--- config.mk ---
export PLATFORM = sky130hd
export DESIGN_NAME = board_clock_monitor
export DESIGN_NICKNAME = d
export VERILOG_FILES = /design/src/rtl/board_clock_pkg.sv /design/src/rtl/board_clock_monitor.sv
export SDC_FILE = /design/constraint.sdc
export NUM_CORES = 1
export LEC_CHECK = 0
export CORE_ASPECT_RATIO = 0.8
export CORE_UTILIZATION = 52
export CTS_CLUSTER_SIZE = 30
export DETAILED_ROUTE_END_ITERATION = 8
export PLACE_DENSITY_LB_ADDON = 0.15
export SLEW_MARGIN = 25
export SYNTH_ARGS = -nofsm -noshare
export SYNTH_HDL_FRONTEND = slang
export SYNTH_SLANG_ARGS = --single-unit
--- constraint.sdc ---
create_clock -name sysclk -period 3.35 [get_ports sysclk]
set_input_delay 0.335 -clock sysclk [delete_from_list [all_inputs] [get_ports sysclk]]
set_output_delay 0.335 -clock sysclk [all_outputs]
set_load 0.005 [all_outputs]
--- src/rtl/board_clock_pkg.sv ---
// Shared encodings for the board clock monitor and its VIO/LED decode logic.
// Latency: n/a (types and constants only).
// Backpressure: n/a.
package board_clock_pkg;

  // Health state as seen on the state output and by the LED/VIO decoders.
  typedef enum logic [1:0] {
    ST_IDLE    = 2'd0,
    ST_ACQUIRE = 2'd1,
    ST_LOCKED  = 2'd2,
    ST_FAULT   = 2'd3
  } clk_state_e;

  // Width of the saturating out-of-window sample counter.
  localparam int BAD_W = 16;

endpackage

--- src/rtl/board_clock_monitor.sv ---
// Judges per-ms testclk counts against NOM +/- TOL and runs a lock/fault FSM with hysteresis plus sticky stats.
// Latency: every effect of count_valid / clear on cycle N is visible on cycle N+1 (all outputs registered).
// Backpressure: none; every count_valid strobe is evaluated, back-to-back strobes allowed.
//
// Ports:
//   sysclk, rst_n (async, active-low)       clock and reset
//   count_in/count_valid                    per-ms count and its one-cycle strobe
//   clear                                   clears min/max/bad_total/err_sticky
//   state, clk_ok, dead                     health verdict
//   err_sticky, min_count, max_count, bad_total  checkout statistics
module board_clock_monitor
  import board_clock_pkg::*;
#(
  parameter int COUNT_WIDTH = 48,
  parameter int NOM_COUNT   = 100000,
  parameter int TOL_COUNT   = 100,
  parameter int LOCK_COUNT  = 4,
  parameter int FAIL_COUNT  = 2
) (
  input  logic                   sysclk,
  input  logic                   rst_n,
  input  logic [COUNT_WIDTH-1:0] count_in,
  input  logic                   count_valid,
  input  logic                   clear,
  output logic [1:0]             state,
  output logic                   clk_ok,
  output logic                   dead,
  output logic                   err_sticky,
  output logic [COUNT_WIDTH-1:0] min_count,
  output logic [COUNT_WIDTH-1:0] max_count,
  output logic [BAD_W-1:0]       bad_total
);

  // Window bounds carry one extra bit so NOM+TOL cannot wrap.
  localparam int CW1 = COUNT_WIDTH + 1;
  localparam logic [CW1-1:0] HI_B = CW1'(NOM_COUNT) + CW1'(TOL_COUNT);
  localparam logic [CW1-1:0] LO_B = (TOL_COUNT > NOM_COUNT) ? '0
                                  : CW1'(NOM_COUNT) - CW1'(TOL_COUNT);

  localparam int MAX_RUN = (LOCK_COUNT > FAIL_COUNT) ? LOCK_COUNT : FAIL_COUNT;
  localparam int RUN_W   = $clog2(MAX_RUN + 1);
  // Runs are compared against "target - 1" so the counter never holds the target itself.
  localparam logic [RUN_W-1:0] LOCK_LAST = RUN_W'(LOCK_COUNT - 1);
  localparam logic [RUN_W-1:0] FAIL_LAST = RUN_W'(FAIL_COUNT - 1);

  clk_state_e             state_q, state_d;
  logic [RUN_W-1:0]       streak_q, streak_d;
  logic [RUN_W-1:0]       miss_q, miss_d;
  logic                   err_q, err_d;
  logic                   dead_q, dead_d;
  logic [COUNT_WIDTH-1:0] min_q, min_d;
  logic [COUNT_WIDTH-1:0] max_q, max_d;
  logic [BAD_W-1:0]       bad_q, bad_d;

  logic                   in_win;
  logic [COUNT_WIDTH-1:0] min_base, max_base;
  logic [BAD_W-1:0]       bad_base;

  assign in_win = ({1'b0, count_in} >= LO_B) && ({1'b0, count_in} <= HI_B);

  // A clear coinciding with a sample restarts the statistics from that sample.
  assign min_base = clear ? {COUNT_WIDTH{1'b1}} : min_q;
  assign max_base = clear ? '0 : max_q;
  assign bad_base = clear ? '0 : bad_q;

  always_comb begin
    state_d  = state_q;
    streak_d = streak_q;
    miss_d   = miss_q;
    err_d    = clear ? 1'b0 : err_q;
    dead_d   = dead_q;
    min_d    = min_base;
    max_d    = max_base;
    bad_d    = bad_base;

    if (count_valid) begin
      dead_d = (count_in == '0);
      if (count_in < min_base) min_d = count_in;
      if (count_in > max_base) max_d = count_in;
      if (!in_win && (bad_base != {BAD_W{1'b1}})) bad_d = bad_base + BAD_W'(1);

      unique case (state_q)
        ST_LOCKED: begin
          if (in_win) begin
            miss_d = '0;
          end else if (miss_q == FAIL_LAST) begin
            state_d  = ST_FAULT;
            miss_d   = '0;
            streak_d = '0;
            err_d    = 1'b1;  // wins over a simultaneous clear
          end else begin
            miss_d = miss_q + RUN_W'(1);
          end
        end
        default: begin
          // IDLE evaluates its first sample exactly like ACQUIRE.
          if (state_q == ST_IDLE) state_d = ST_ACQUIRE;
          if (!in_win) begin
            streak_d = '0;
          end else if (streak_q == LOCK_LAST) begin
            state_d  = ST_LOCKED;
            streak_d = '0;
            miss_d   = '0;
          end else begin
            streak_d = streak_q + RUN_W'(1);
          end
        end
      endcase
    end
  end

  always_ff @(posedge sysclk or negedge rst_n) begin
    if (!rst_n) begin
      state_q  <= ST_IDLE;
      streak_q <= '0;
      miss_q   <= '0;
      err_q    <= 1'b0;
      dead_q   <= 1'b0;
      min_q    <= {COUNT_WIDTH{1'b1}};
      max_q    <= '0;
      bad_q    <= '0;
    end else begin
      state_q  <= state_d;
      streak_q <= streak_d;
      miss_q   <= miss_d;
      err_q    <= err_d;
      dead_q   <= dead_d;
      min_q    <= min_d;
      max_q    <= max_d;
      bad_q    <= bad_d;
    end
  end

  assign state      = state_q;
  assign clk_ok     = (state_q == ST_LOCKED);
  assign dead       = dead_q;
  assign err_sticky = err_q;
  assign min_count  = min_q;
  assign max_count  = max_q;
  assign bad_total  = bad_q;

endmodule

Yosys cells after proc, flatten, opt, wreduce, memory -nomap -nowiden
Index checks and enable logic that the tools add are counted.
{ "word_totals": {"reg_bits": 122, "wordCells": 60, "input_bits": 52} }
{ "classes": {"eq_ne": 6, "muxes": 30, "magnitude_cmp": 4, "addsub": 3, "n_reduce_logical": 9} }
{ "op_table": {"columns": ["cell", "n"], "rows": [
  ["two-way mux 48 bit", 6],
  [">= comparator 48 x 17 -> 1 bit (second input constant)", 1],
  ["> comparator 48 bit", 1],
  ["less-or-equal comparator 48 x 17 -> 1 bit (second input constant)", 1],
  ["logical NOT 48 bit", 1],
  ["less-than comparator 48 bit", 1],
  ["two-way mux 16 bit", 3],
  ["two-way mux 3 bit", 10],
  ["adder 16 x 1 -> 16 bit (second input constant)", 1],
  ["inequality test 16 bit (second input constant)", 1],
  ["two-way mux 2 bit", 6],
  ["adder 3 x 1 -> 3 bit (second input constant)", 2],
  ["AND reduction 3 bit", 2],
  ["two-way mux 1 bit", 5],
  ["nonzero test 2 bit", 2],
  ["== test 3 x 1 -> 1 bit (second input constant)", 1],
  ["== test 3 x 2 -> 1 bit (second input constant)", 1],
  ["== test 2 bit (second input constant)", 1],
  ["logical AND 1 bit", 2],
  ["logical NOT 2 bit", 1],
  ["inequality test 2 x 1 -> 1 bit (second input constant)", 1],
  ["inequality test 2 bit (second input constant)", 1],
  ["logical NOT 1 bit", 1]
]} }

Longest topological paths before layout
Gate-level depths: netlist of run 1.
{ "logic_depth": {"depth_word": 6, "depth_mapped": 14, "ltp_nobuf": 9} }

Least setup slack after synthesis of run 1
Ideal clock, no wire load.
{ "synth_timing": {"path_type": "input-to-reg", "start": "input port clear", "end": "register min_q[27] (netlist: min_count[27])", "stages": 13, "setup_slack_ns": 0.231, "arrival_time_ns": 3.044, "setup_ns": 0.075, "path_cell_list": "clkbuf_1 -> clkbuf_1 -> clkbuf_1 -> nor2_1 -> ha_1 -> a211oi_1 -> o21ai_0 -> a2111oi_0 -> o21ai_0 -> a211oi_1 -> buf_2 -> buf_4 -> mux2i_1"} }
{ "synth_between": {"elab_chain_cells": 4} }
{ "synth_rtl": {"columns": ["item", "line", "text"], "rows": [
  ["start, declared", "board_clock_monitor.sv:24", "input logic clear,"],
  ["two-way mux 48 bit *", "board_clock_monitor.sv:62", "assign min_base = clear ? {COUNT_WIDTH{1'b1}} : min_q;"],
  ["less-than comparator 48 bit", "board_clock_monitor.sv:78", "if (count_in < min_base) min_d = count_in;"],
  ["two-way mux 48 bit", "board_clock_monitor.sv:78", null],
  ["two-way mux 48 bit *", "board_clock_monitor.sv:76", "if (count_valid) begin"],
  ["named net min_d[27]", "board_clock_monitor.sv:51", "logic [COUNT_WIDTH-1:0] min_q, min_d;"],
  ["end signal, assigned", "board_clock_monitor.sv:119", "min_q <= {COUNT_WIDTH{1'b1}};"],
  ["end signal, assigned", "board_clock_monitor.sv:128", "min_q <= min_d;"],
  ["end, declared", "board_clock_monitor.sv:51", null]
]} }
The timed path passes the listed nets; every way through them passes the cells marked *.
A chain may end at the register's enable or synchronous reset.

Worst setup path after layout of run 1
{ "layout_timing": {"start": "register max_q[45] (netlist: max_count[45])", "end": "register max_q[40] (netlist: max_count[40])"} }
{ "layout_between": {"elab_chain_cells": 4} }
{ "layout_rtl": {"columns": ["item", "line", "text"], "rows": [
  ["start, declared", "board_clock_monitor.sv:52", "logic [COUNT_WIDTH-1:0] max_q, max_d;"],
  ["start signal, assigned", "board_clock_monitor.sv:129", "max_q <= max_d;"],
  ["two-way mux 48 bit", "board_clock_monitor.sv:63", "assign max_base = clear ? '0 : max_q;"],
  ["> comparator 48 bit", "board_clock_monitor.sv:79", "if (count_in > max_base) max_d = count_in;"],
  ["two-way mux 48 bit", "board_clock_monitor.sv:79", null],
  ["two-way mux 48 bit", "board_clock_monitor.sv:76", null],
  ["named net max_d[40]", "board_clock_monitor.sv:52", null]
]} }
The timed path passes the listed nets, and every way through them passes these cells.

==> results of run 1 <==
==> sequential cells by signal, summed over array words and instances, names as in the netlist <==
register    flops
min_count      48
miss_q          3
max_count      48
bad_total      16
err_sticky      1
streak_q        3
state           2
dead            1
==> cells by family after synthesis <==
group                      count (synthesis)  synth area share
xor gates and xnor gates                  15            0.0170
muxes                                     97             0.126
buffers and inverters                     78            0.0473
and+or+nand+nor                          245             0.166
DFF                                      122             0.403
AOI/OAI and AO/OA                        101            0.0836
adders and majority gates                 97             0.157
==> cell usage in the layout (no fill, tap or decap), types with 2 or more instances in the layout <==
cell and n:
buf_4 23, o31ai_1 3, clkbuf_8 2, mux2i_1 95, clkdlybuf4s50_1 166, nand4_1 28
bufinv_16 5, clkbuf_16 17, clkinvlp_4 4, o211ai_1 3, ha_1 97, dfrtp_1 74
clkinv_2 3, and2_1 2, a21o_1 13, inv_1 52, nor2b_1 12, a211oi_1 6
o21ai_0 21, xnor2_1 8, and4_1 5, nand2b_1 50, nand2_1 35, nor2_1 66
buf_12 8, a2111oi_0 3, dfstp_2 48, and3_1 5, a21oi_1 36, nor3_1 8
nand3_1 16, nor4_1 13, xor2_1 7
==> worst max-delay path: cells and delay by family (launching register included) <==
family                   cells  cell delay (ns)
flip-flops                   1             0.38
buffers and inverters        1             0.19
multiplexers                 1             0.21
adder cells (fa/ha/maj)      1             0.30
AND/OR/NAND/NOR              5             1.20
AO/OA/AOI/OAI                2             0.64
==> worst paths after layout <==
path                          startpoint            end  slack [ns]  cells past startpoint
setup / recovery           max_count[45]  max_count[40]        0.32                     10
hold / removal                     rst_n  max_count[37]      -0.004                      1
setup reg to reg           max_count[45]  max_count[40]        0.32                     10
hold reg to reg                 state[1]       state[1]        0.50                      1
max in group asynchronous          rst_n  bad_total[15]        2.59                      2
min in group sysclk                clear  min_count[45]        0.38                      3
==> power by group <==
| group | internal [mW] | switching [mW] | total, mW |
|---|---|---|---|
| Clock | 1.35 | 0.672 | 2.03 |
| Sequential | 1.66 | 0.100 | 1.76 |
| Combinational | 0.580 | 0.514 | 1.09 |
==> per-layer routing <==
layer | track usage | routed length, um | share of wire
met1 | 0.394 | 9790 | 0.45
met2 | 0.454 | 9960 | 0.46
met3 | 0.0695 | 1540 | 0.071
met4 | 0.0989 | 358 | 0.017
met5 | 0 | 0 | 0
==> area by class of cell <==
cell class,instances,area (um^2),share of cell area
multi-input combinational,555,4260,0.408
tap,184,230,0.0220
inverter,53,199,0.0190
clock inverter,12,195,0.0187
clock buffer,20,457,0.0437
sequential,122,3110,0.298
timing repair buffer,198,2000,0.191
==> through the flow <==
stage	TNS [ns]	hold slack [ns]	instance area, um^2	power (mW)
3_5_place_dp	-1.69	0.453	9810	2.86
4_1_cts	0	0.00956	10500	4.90
6_report	0	-0.00435	10500	4.88
2_1_floorplan	0	0.0394	7720	2.26
5_1_grt	0	0.0290	10500	5.08
3_3_place_gp	-2.98	0.444	9810	2.82
==> flow_metrics.py, run 1 <==
metrics = {
    "cells_and_area": {
        "utilization": 0.726,
        "drive_gt1_frac": 0.123,
        "area_growth_pct": 35.4,
        "final_cells": 1144,
        "nFillCells": 996,
        "num_antenna_cells": 0,
        "layout.nets": 1096,
    },
    "placement": {
        "gp_congestion": 0.911,
        "port_buffers": 168,
        "hpwl_um": 16400,
        "dpl_worst_slack_ns": -0.0817,
        "dpl.cell_count": 1112,
    },
    "route": {
        "drt-total-wl_um": 21600,
        "routed_via_density": 5.83,
        "dr.pass1.iters": 7,
        "vias": 6671,
        "routedWlPerCell_um": 18.9,
        "drtIter0Drc": 540,
        "drcViolationCount": 24,
        "ant_nets": 0,
    },
    "hold_path": {
        "hold_class": "input pin to asynchronous set/reset pin",
    },
    "grt": {
        "antenna_found_initial": 0,
        "overflow": 0,
        "grt.total_usage": 0.290,
        "grt_pass1_wl_um": 34700,
        "grt_max_degree": 58,
        "first_global_vias": 6725,
    },
    "clocking": {
        "cts_hold_buffers": 0,
        "root_buffer": "clkbuf_16",
        "clk_pin_slew_worst_paths_ns": 0.05,
        "htree_levels": 4,
        "cts.sink_count": 122,
        "cts-buffers-inserted": 17,
        "clk_latency_ns": 0.42,
        "cts_resized": 0,
        "cts_tree": "yes",
        "postCtsSetupBuffers": 0,
        "clockBufferDepth": 2,
    },
    "synth": {
        "synthTopCellsByCount": "ha_1 (97), mux2i_1 (95), dfrtp_1 (74), nor2_1 (66), inv_1 (52)",
        "seq_area_frac_synth": 0.403,
        "synth_cell_types": 51,
        "synth_area_per_cell_um2": 10.2,
        "synth_area_leaders": "dfrtp_1 (24%), dfstp_2 (16%), ha_1 (16%)",
        "synth_largest_area_cell": "dfrtp_1",
        "synth_area_um2": 7720,
        "netlist.area_leader.share": 0.240,
        "synth_fp_nets": 904,
        "yosys_most_used_dff": "dfrtp_1",
        "synthArstFlopShare": 1.00,
        "ys_seq_elements": 122,
        "synth_edf_count": 0,
        "synth.most_common_cell": "ha_1",
        "yosysWarnings": 0,
        "syn_inst": 755,
    },
    "worst_setup_path": {
        "critPathRequiredTime_ns": 3.68,
        "worst_path_largest_cell_delay_ns": 0.41,
        "path_cells": "nand2b_1, ha_1, nand4_1, nor4_2, nor3b_2, nand3_1, o41ai_2, a31o_4, buf_12, mux2i_1",
        "endpoint_kind": "flip-flop",
        "arrival_ns": 3.36,
        "cpMaxStageDelayCell": "o41ai_2",
        "cp-start-kind": "flip-flop",
        "crit_fanout": 16,
        "path_class": "flip-flop to flip-flop",
    },
    "die": {
        "io_pins": 169,
        "rows": 39,
        "dieHeight_um": 111,
        "start_util": 0.536,
        "die_w_um": 138,
        "core-area_um2": 14400,
        "die-area_um2": 15300,
    },
    "sta": {
        "setup_viol_count_final": 0,
        "relSlewSlack": 0.459,
        "fin_crit_sh": 0.903,
        "fin_ws_ns": 0.325,
        "hold_ws_ns": -0.00435,
        "finalMaxSlewViolations": 0,
        "rsz0062_at_grt": "no",
        "skew_ns": 0.00938,
        "fin_crit_ns": 3.03,
        "finalHoldViolations": 5,
        "worst_slew_pin_slew_ns": 0.792,
        "fmax_ghz": 0.331,
    },
    "power": {
        "power.density_nw_per_um2": 467,
        "leakage_nw": 4.93,
        "peakVddDrop_v": 0.000328,
    },
    "run_status": {
        "status": "finished with violations",
        "violations": "design-rule violations, negative hold slack",
    },
    "run": {
        "maxCapViolCount": 0,
    },
}
(Power assumes the default switching activity.)
==> run 2: changes to the inputs <==
- ABC_CLOCK_PERIOD_IN_PS: default -> 3350
- TNS_END_PERCENT: default -> 30
==> results of run 2 <==
The final DEF is identical to that of run 1; final timing and power are the same.
==> run 3: changes to the inputs <==
- ABC_CLOCK_PERIOD_IN_PS: 3350 -> 3900
- CORE_UTILIZATION: 52 -> 56
- clock period: 3.35 -> 3.9 ns (I/O delays scaled with it)
==> run 3 against run 2 <==
Non-clock buffer count down 15. Critical path type is now input pin to flip-flop. The flow now finishes without violations. Clock-buffer cell count unchanged. First-iteration DRC count down 24%. Worst hold slack better by 0.085 ns.
==> flow_metrics.py, run 3 (synthesized netlist as in run 1, its figures left out) <==
metrics = {
    "run_status": {
        "status": "complete, no violations",
    },
    "worst_setup_path": {
        "endpoint_kind": "flip-flop",
        "cp-start-kind": "input pin",
        "crit_fanout": 33,
        "path_class": "input pin to flip-flop",
        "arrival_ns": 3.68,
        "critPathRequiredTime_ns": 4.23,
    },
    "clocking": {
        "root_buffer": "clkbuf_16",
        "cts_hold_buffers": 0,
        "cts-buffers-inserted": 17,
        "cts_resized": 0,
        "clockBufferDepth": 2,
        "cts.sink_count": 122,
        "clk_latency_ns": 0.42,
        "postCtsSetupBuffers": 0,
        "cts_tree": "yes",
        "htree_levels": 4,
        "clk_pin_slew_worst_paths_ns": 0.05,
    },
    "placement": {
        "port_buffers": 168,
        "gp_congestion": 0.877,
        "hpwl_um": 15900,
        "dpl_worst_slack_ns": 0.0826,
        "dpl.cell_count": 1088,
    },
    "cells_and_area": {
        "final_common_cell": "clkdlybuf4s50_1",
        "area_growth_pct": 32.4,
        "final_cells": 1120,
        "num_antenna_cells": 0,
        "drive_gt1_frac": 0.110,
        "multi_input_area_um2": 4270,
        "seq_area_um2": 3110,
        "layout.nets": 1081,
        "nFillCells": 877,
        "mostFrequentLayoutCells": "clkdlybuf4s50_1 (166), ha_1 (97), mux2i_1 (95), dfrtp_1 (74), nor2_1 (66)",
    },
    "sta": {
        "fin_crit_ns": 3.34,
        "fmax_ghz": 0.299,
        "setup_viol_count_final": 0,
        "skew_ns": 0.00669,
        "fin_crit_sh": 0.857,
        "finalHoldViolations": 0,
        "rsz0062_at_grt": "no",
        "fin_setup_tns_ns": 0,
        "relSlewSlack": 0.430,
        "fin_ws_ns": 0.556,
        "worst_slew_pin_slew_ns": 0.856,
        "finalMaxSlewViolations": 0,
    },
    "route": {
        "vias": 6579,
        "drtIter0Drc": 412,
        "ant_nets": 0,
        "dr.pass1.iters": 5,
        "drcViolationCount": 0,
        "drt-total-wl_um": 21400,
        "routedWlPerCell_um": 19.1,
        "routed_via_density": 5.87,
    },
    "grt": {
        "overflow": 0,
        "antenna_found_initial": 0,
        "grt_pass1_wl_um": 34100,
        "grt_max_degree": 69,
        "first_global_vias": 6818,
        "grt.total_usage": 0.311,
    },
    "hold_path": {
        "hold_class": "input pin to asynchronous set/reset pin",
    },
    "power": {
        "leakage_nw": 4.81,
        "peakVddDrop_v": 0.000351,
        "power.density_nw_per_um2": 390,
        "total_power_mw": 3.99,
    },
    "die": {
        "core-area_um2": 13100,
        "start_util": 0.587,
        "dieHeight_um": 107,
        "rows": 37,
        "io_pins": 169,
        "die-area_um2": 14300,
        "die_w_um": 133,
    },
    "run": {
        "maxCapViolCount": 0,
    },
}
-- run 3: changes by cell type in the layout (fill, tap and decap cells not counted), moves of 2 or more --
cell and delta:
buf_12 -4, buf_4 -11, bufinv_16 -3, clkinv_2 +2
-- run 3: metrics by stage --
step                      instance area [um^2]  hold slack [ns]   util
final                                    10200           0.0808  0.778
after global placement                    9630            0.486  0.733
after floorplan                           7720           0.0944      -
after CTS                                10200            0.101  0.777
after detailed placement                  9630            0.500  0.733
after global routing                     10200            0.137  0.778
-- run 3: worst paths after layout --
| kind | start | slack (ns) | to | cells after the start |
|---|---|---|---|---|
| setup / recovery | clear | 0.56 | max_count[12] | 11 |
| setup reg to reg | max_count[46] | 0.76 | max_count[12] | 10 |
| max in group asynchronous | rst_n | 2.87 | min_count[14] | 2 |
| hold / removal | rst_n | 0.08 | max_count[34] | 1 |
| hold reg to reg | miss_q[2] | 0.51 | miss_q[2] | 1 |
| min in group sysclk | miss_q[2] | 0.51 | miss_q[2] | 1 |
-- run 3: worst max-delay path: stages --
cell and delay, ns:
buf_2 0.48, nand2b_1 0.22, ha_1 0.26, a21oi_1 0.19
o21ai_0 0.14, a22o_1 0.27, a2111oi_1 0.64, buf_4 0.23
a31o_4 0.34, buf_4 0.26, mux2i_1 0.23
-- run 3: report_power, final --
group,total [mW],internal [mW],switching [mW]
clock,1.56,0.982,0.576
combinational,0.917,0.479,0.438
sequential,1.51,1.43,0.0851
-- run 3: cell type report --
class,instances,area share
multi-input cells,555,0.417
flip-flops and latches,122,0.305
well taps,175,0.0214
repair buffers,183,0.180
clock inverters,12,0.0120
inverters,53,0.0195
clock buffers,20,0.0457
-- run 3: metal layers --
layer,share of wire,up-vias,wire length [um],track usage
li1,-,3062,-,-
met1,0.46,3228,9750,0.408
met2,0.46,243,9760,0.494
met3,0.062,46,1320,0.0690
met4,0.025,0,527,0.137
met5,0,-,0,0
